$ cat config.mk
export PLATFORM = sky130hd
export DESIGN_NAME = color_led_scheduler
export DESIGN_NICKNAME = d
export VERILOG_FILES = /design/src/rtl/led_pkg.sv /design/src/rtl/led_episode_timer.sv /design/src/rtl/color_led_scheduler.sv
export SDC_FILE = /design/constraint.sdc
export NUM_CORES = 1
export LEC_CHECK = 0
export CAP_MARGIN = 20
export CELL_PAD_IN_SITES_DETAIL_PLACEMENT = 0
export CELL_PAD_IN_SITES_GLOBAL_PLACEMENT = 2
export CORE_ASPECT_RATIO = 1.75
export CORE_UTILIZATION = 39
export CTS_CLUSTER_DIAMETER = 30
export DETAILED_ROUTE_END_ITERATION = 10
export PLACE_DENSITY_LB_ADDON = 0.1
export SKIP_LAST_GASP = 1
export SLEW_MARGIN = 30
export SYNTH_ARGS = -nofsm -noshare
export SYNTH_HDL_FRONTEND = slang
export SYNTH_SLANG_ARGS = --single-unit
$ cat constraint.sdc
create_clock -name clk -period 4.7 [get_ports clk]
set_input_delay 0.705 -clock clk [delete_from_list [all_inputs] [get_ports clk]]
set_output_delay 0.705 -clock clk [all_outputs]
set_load 0.01 [all_outputs]
$ cat src/rtl/led_pkg.sv
// Shared types and constants for the RGB LED scheduler: FSM states, source codes, colours.
package led_pkg;

    typedef enum logic [1:0] {
        IDLE = 2'd0,
        ITEM = 2'd1,
        HIT  = 2'd2,
        OVER = 2'd3
    } state_t;

    localparam logic [1:0] SRC_IDLE = 2'd0;
    localparam logic [1:0] SRC_ITEM = 2'd1;
    localparam logic [1:0] SRC_HIT  = 2'd2;
    localparam logic [1:0] SRC_OVER = 2'd3;

    // Colours packed as {R[3:0], G[3:0], B[3:0]}
    localparam logic [11:0] COL_GREEN = 12'h0F0;
    localparam logic [11:0] COL_RED   = 12'hF00;
    localparam logic [11:0] COL_BLUE  = 12'h00F;
    localparam logic [11:0] COL_OFF   = 12'h000;

    function automatic logic [1:0] src_of(input state_t s);
        case (s)
            ITEM:    src_of = SRC_ITEM;
            HIT:     src_of = SRC_HIT;
            OVER:    src_of = SRC_OVER;
            default: src_of = SRC_IDLE;
        endcase
    endfunction

endpackage

$ cat src/rtl/led_episode_timer.sv
// Episode counter: clears on restart, otherwise counts while enabled and wraps to 0 at term.
// at_term flags count == term; wrap pulses on the enabled cycle that returns the count to 0.
module led_episode_timer #(
    parameter int CNT_W = 32
) (
    input  logic             clk,
    input  logic             rst,
    input  logic             restart,
    input  logic             enable,
    input  logic [CNT_W-1:0] term,
    output logic             at_term,
    output logic             wrap
);

    logic [CNT_W-1:0] count;

    assign at_term = (count == term);
    assign wrap    = enable && !restart && at_term;

    always_ff @(posedge clk or posedge rst) begin
        if (rst) begin
            count <= '0;
        end else if (restart) begin
            count <= '0;
        end else if (enable) begin
            count <= at_term ? '0 : count + 1'b1;
        end
    end

endmodule

$ cat src/rtl/color_led_scheduler.sv
// Fixed-priority owner of the RGB LED: game_over > hit > item, with one deferred item flash.
// All outputs are registered from the next-state decode, so a sampled event shows the following cycle.
module color_led_scheduler
    import led_pkg::*;
#(
    parameter int FLASH_CYCLES = 1000000,
    parameter int BLINK_HALF   = 25000000,
    parameter int CNT_W        = 32
) (
    input  logic       clk,
    input  logic       rst,
    input  logic       hit,
    input  logic       item,
    input  logic       game_over,
    output logic [3:0] RED,
    output logic [3:0] GREEN,
    output logic [3:0] BLUE,
    output logic       busy,
    output logic [1:0] src
);

    localparam logic [CNT_W-1:0] FLASH_TERM = CNT_W'(FLASH_CYCLES - 1);
    localparam logic [CNT_W-1:0] BLINK_TERM = CNT_W'(BLINK_HALF - 1);

    state_t      state, nxt;
    logic        item_pend, pend_nxt;
    logic        blink_phase, phase_nxt;
    logic        restart, enable;
    logic        at_term, wrap;
    logic [CNT_W-1:0] term;
    logic [11:0] col_nxt;

    // The one counter serves both the flash length and the blink half-period.
    assign term = (state == OVER) ? BLINK_TERM : FLASH_TERM;

    led_episode_timer #(
        .CNT_W (CNT_W)
    ) u_timer (
        .clk     (clk),
        .rst     (rst),
        .restart (restart),
        .enable  (enable),
        .term    (term),
        .at_term (at_term),
        .wrap    (wrap)
    );

    always_ff @(posedge clk or posedge rst) begin
        if (rst) begin
            state       <= IDLE;
            item_pend   <= 1'b0;
            blink_phase <= 1'b0;
        end else begin
            state       <= nxt;
            item_pend   <= pend_nxt;
            blink_phase <= phase_nxt;
        end
    end

    always_comb begin
        nxt       = state;
        pend_nxt  = item_pend;
        phase_nxt = blink_phase;
        restart   = 1'b0;
        enable    = 1'b0;

        if (game_over && state != OVER) begin
            nxt       = OVER;
            restart   = 1'b1;
            pend_nxt  = 1'b0;
            phase_nxt = 1'b0;
        end else begin
            case (state)
                IDLE: begin
                    if (hit) begin
                        nxt      = HIT;
                        restart  = 1'b1;
                        pend_nxt = item;
                    end else if (item) begin
                        nxt     = ITEM;
                        restart = 1'b1;
                    end
                end
                HIT: begin
                    if (item) pend_nxt = 1'b1;
                    if (hit) begin
                        restart = 1'b1;
                    end else if (at_term) begin
                        restart = 1'b1;
                        // An item arriving on the expiry cycle still earns its deferred flash.
                        if (item_pend || item) begin
                            nxt      = ITEM;
                            pend_nxt = 1'b0;
                        end else begin
                            nxt = IDLE;
                        end
                    end else begin
                        enable = 1'b1;
                    end
                end
                ITEM: begin
                    if (hit) begin
                        nxt      = HIT;
                        restart  = 1'b1;
                        pend_nxt = item;
                    end else if (item) begin
                        restart = 1'b1;
                    end else if (at_term) begin
                        nxt     = IDLE;
                        restart = 1'b1;
                    end else begin
                        enable = 1'b1;
                    end
                end
                OVER: begin
                    enable   = 1'b1;
                    pend_nxt = 1'b0;
                    if (wrap) phase_nxt = !blink_phase;
                end
                default: nxt = IDLE;
            endcase
        end
    end

    always_comb begin
        col_nxt = COL_GREEN;
        case (nxt)
            ITEM:    col_nxt = COL_BLUE;
            HIT:     col_nxt = COL_RED;
            OVER:    col_nxt = phase_nxt ? COL_OFF : COL_RED;
            default: col_nxt = COL_GREEN;
        endcase
    end

    always_ff @(posedge clk or posedge rst) begin
        if (rst) begin
            RED   <= COL_GREEN[11:8];
            GREEN <= COL_GREEN[7:4];
            BLUE  <= COL_GREEN[3:0];
            busy  <= 1'b0;
            src   <= SRC_IDLE;
        end else begin
            RED   <= col_nxt[11:8];
            GREEN <= col_nxt[7:4];
            BLUE  <= col_nxt[3:0];
            busy  <= (nxt != IDLE);
            src   <= src_of(nxt);
        end
    end

endmodule

Word level (Yosys, flattened, before mapping):

Cells that the tools add are included.

* logic and storage cells: 70
* output and inout bits: 15
* bits of input ports: 5
* flip-flop bits (word level): 51

* muxes and demuxes: 41
* $add $sub $neg: 1
* equal/unequal tests: 9
* reductions and logical operators: 10

Operators with widths (number)
* $mux 32: 3
* $pmux 12 s3: 1
* $add 32x1->32 const B: 1
* $eq 32x25->1: 1
* $mux 25: 1
* $mux 1: 22
* $mux 2: 8
* $mux 12: 1
* $pmux 2 s3: 2
* $pmux 1 s3: 3
* $eq 2x2->1 const B: 4
* $eq 2x1->1 const B: 2
* $reduce_bool 2->1: 2
* $logic_and 1x1->1: 3
* $ne 3x1->1 const B: 1
* $logic_not 1->1: 2
* $logic_not 2->1: 1
* $ne 2x2->1 const B: 1
* $reduce_or 2->1: 1
* $logic_or 1x1->1: 1

Depth between registers and ports, before layout:

* depth in word-level cells: 16
* mapped depth: 11
* depth with buffers taken out: 9

Modules after synthesis:

From an unflattened synthesis, not the netlist that was laid out.

* cell total of the unflattened synthesis: 322
* area, all modules: 2876.5 µm²

Modules (own cells, without submodules)
* led_episode_timer: cells an instance 248, area an instance 2172.1 µm², times used 1, sequential area each 800.8 µm²
* color_led_scheduler: cells an instance 74, area an instance 704.4 µm², times used 1, sequential area each 226.5 µm²

Least setup slack after synthesis:

OpenSTA, ideal clock, no wires.

* path type: register to register
* from: reg, netlist name src[0]
* to: reg u_timer.count[19]
* buffers on the path: 3
* data required time: 4574 ps
* arrival: 2386 ps
* library setup time: 126 ps
* cell stages (with the launch flop): 12
* path slack: 2188 ps
* path through: dfrtp_1 ha_1 nor4b_2 mux2i_1 or4_1 buf_2 nand2b_1 buf_4 buf_4 nor2_1 o21ai_0 a21oi_1

RTL lines
* to (signal assigned): RTL line led_episode_timer.sv:26 `count <= at_term ? '0 : count + 1'b1;`
* to (decl): RTL line led_episode_timer.sv:15 `logic [CNT_W-1:0] count;`

==> key figures <==
Status
  • Outcome: complete, no violations

Worst setup path
  • Startpoint types: flop
  • Slowest CP cell: or4_1
  • Slowest cell delay on critical path: 0.72 ns
  • Arr. time, crit path: 3.51 ns
  • Setup crit end kind: flop
  • R2r setup slk: 1.39 ns
  • RR Startpoint: src[0]$_DFF_PP0_
  • Req. time, crit path: 4.90 ns
  • CP Class: flop to flop
  • CP cell instances: ha_1, and4b_1, mux2i_1, or4_1, a21oi_2, or2_2, a21oi_1, a211oi_1
  • Critical Path Fanout Max: 23
  • Worst-case reg-to-reg path depth: 8
  • FF-to-FF End: u_timer.count[18]$_DFFE_PP0P_

Layout
  • Antenna cells: 0
  • Leading cell type in the layout, fill and taps excluded: dfrtp_1
  • Footprint of the multi-input gates: 1508 um2
  • Nets: 334
  • Layout cells sized above 1: 8.025%
  • Fin cells: 406
  • Filler cell count: 692
  • Synth-to-layout area growth: 13.23%
  • Register area: 1027 um2
  • Most frequent cells in the layout: dfrtp_1 (40), nor2_1 (36), a21oi_1 (32)

Clocking
  • Clock Sink Count: 41
  • CTS Root Cell: clkbuf_16
  • Max H-tree Level: 2
  • CTS Buffer Depth: 2
  • CTS hold repair buffers: 0
  • Total CTS buffers: 5
  • Clk Latency, worst-skew pair: 0.29 ns
  • Clock transition at path regs: 0.06 ns
  • # Post-CTS Setup Buffers: 0
  • CTS tree: yes
  • Post-cts resize count: 0

Place
  • Gp weighted congestion: 0.7614
  • Port Buffers: 19
  • Half-perimeter wire length after placement: 5049 um
  • Placed cell count: 398
  • Worst slack at placement: 1.380 ns

Yosys
  • Post-synthesis sequential area ratio: 37.83%
  • FFs w/ async S/R, synth: 100.0%
  • Syn. warnings: 0
  • Post-Synthesis Cells: 321
  • Post-synth EDFFs: 0
  • Synth Area per Inst: 8.458 um2
  • Mapped Area: 2715 um2
  • Netlist cell types: 53
  • Synth Register Bits: 41
  • Most used DFF post-synth: dfrtp_1
  • Syn_nets: 332

Route
  • Starting DRT DRC Count: 77
  • Total number of vias: 2433
  • Via/cell ratio: 5.993
  • Routed Antenna Nets: 0
  • DRC Markers: 0
  • Drt pass-1 iters: 6
  • Avg WL per Cell: 18.26 um
  • Routed WL: 7414 um

STA
  • Unrepaired setup endpoints after global routing: no
  • Final Skew: 0.005509 ns
  • Minimum clock period: 3.310 ns
  • Setup TNS Final: 0 ns
  • Worst-margin pin slew: 0.8425 ns
  • Hold WS: 0.5281 ns
  • Slew Limit Fails: 0
  • Part of the cycle the worst path needs: 70.43%
  • Fmax achieved: 302.1 MHz
  • Final Hold Viols: 0
  • Max-Slew Margin vs Limit: 43.63%
  • Final setup slack of the worst path: 1.390 ns
  • Final setup viols: 0

Global route
  • Largest net degree at the start of global routing: 42
  • Vias in the first global route: 2389
  • First-pass GRT wire length: 12280 um
  • GRT overflow: 0
  • GRT Overall Usage: 22.36%
  • Initial antenna violation count: 0

Job
  • Maxcap violations: 0

Hold path
  • Hold Path Cell Cnt: 1
  • WHS Endpoint: u_timer.count[5]$_DFFE_PP0P_
  • Hold Path Class: flop to flop
  • Hold path startpoint: u_timer.count[5]$_DFFE_PP0P_

Power and ir drop
  • P_sw: 698.3 uW
  • Gate power share: 47.2%
  • Lkg Pwr: 1.126 nW
  • Internal: 967.8 uW
  • Sequential share of power: 25.7%
  • Power per cell area: 542.0 nW/um2
  • Worst IR drop on VDD: 0.2420 mV
  • Clock power share: 27.0%
  • Sw Ratio: 41.91%

Floorplanning
  • Io pins: 20
  • Die height: 112.4 um
  • Starting Density: 40.91%
  • Core area: 6636 um2
  • Std cell rows: 39
  • Die ar.: 7312 um2
  • Die Span X: 65.07 um
[worst max-delay path: cells and delay by family (launching register included)]
kind / cells / cell delay (ns)
AOI/OAI and AO/OA: 3 / 0.53
adders and majority gates: 1 / 0.62
DFF: 1 / 0.49
muxes: 1 / 0.09
and+or+nand+nor: 3 / 1.46
[per-layer routing]
layer	vias to the layer above	GRT usage [%]	wire [um]
met5	-	0	0
met4	0	9.565	201
met3	16	4.167	195
met2	44	41.18	4011
met1	1190	24.10	3005
li1	1183	-	-
[stage by stage]
stage	instance area, um2	power [mW]	util, %
2_1_floorplan	2715	1.023	-
3_3_place_gp	2882	1.241	43.42
3_5_place_dp	2884	1.242	43.46
4_1_cts	3074	1.697	46.32
5_1_grt	3074	1.782	46.32
6_report	3074	1.666	46.32
[cell type report]
| cell class | count | share of cell area, % |
|---|---|---|
| Inverter | 9 | 1.099 |
| Clock buffer | 5 | 4.070 |
| Clock inverter | 3 | 2.116 |
| Multi-Input combinational cell | 244 | 49.04 |
| Tap cell | 82 | 3.337 |
| Sequential cell | 41 | 33.41 |
| Timing Repair Buffer | 22 | 6.919 |
[power by group through the flow]
stage / Combinational [mW] / Clock, mW / Sequential [mW]
5_1_grt: 0.872 / 0.475 / 0.435
2_1_floorplan: 0.585 / 0 / 0.437
4_1_cts: 0.809 / 0.459 / 0.430
3_3_place_gp: 0.807 / 0 / 0.434
3_5_place_dp: 0.806 / 0 / 0.436
6_report: 0.787 / 0.450 / 0.429
[registers in the layout, summed over array words and instances (netlist names)]
name	flops
blink_phase	1
item_pend	1
BLUE	1
u_timer.count	32
src	2
state	1
busy	1
RED	1
GREEN	1
[Yosys cell counts (8+ instances only)]
library cell | number | share of area, %
a311oi_1 | 9 | 2.9
a21oi_1 | 32 | 5.9
and2_1 | 9 | 2.1
nand3b_1 | 8 | 2.2
nand2_1 | 20 | 2.8
o21ai_0 | 14 | 2.6
o21ai_1 | 11 | 2.0
nand3_1 | 11 | 2.0
inv_1 | 9 | 1.2
buf_4 | 14 | 3.9
or3_1 | 9 | 2.1
dfrtp_1 | 40 | 37
clkbuf_1 | 8 | 1.1
nor2_1 | 36 | 5.0
[kinds of logic (layout without fill, tap and decap cells)]
logic type / Yosys count / in the layout / share of synthesized area, %
compound gates: 93 / 93 / 21.84
xor+xnor: 3 / 3 / 0.9679
fa+ha+maj: 6 / 6 / 2.765
buf+inv: 36 / 39 / 7.143
flops: 41 / 41 / 37.83
mux: 3 / 3 / 1.152
simple gates: 139 / 139 / 28.29
[how the worst max path moves through the flow]
stage	start	to	slack, ns	cells past startpoint
2_1_floorplan	src[0]$_DFF_PP0_	u_timer.count[19]$_DFFE_PP0P_	2.19	11
3_3_place_gp	src[0]$_DFF_PP0_	u_timer.count[24]$_DFFE_PP0P_	1.08	8
3_5_place_dp	src[0]$_DFF_PP0_	u_timer.count[29]$_DFFE_PP0P_	1.38	8
4_1_cts	src[0]$_DFF_PP0_	u_timer.count[18]$_DFFE_PP0P_	1.35	8
5_1_grt	src[0]$_DFF_PP0_	u_timer.count[18]$_DFFE_PP0P_	1.13	8
6_report	src[0]$_DFF_PP0_	u_timer.count[18]$_DFFE_PP0P_	1.39	8
Power figures use the tool's default switching activity.
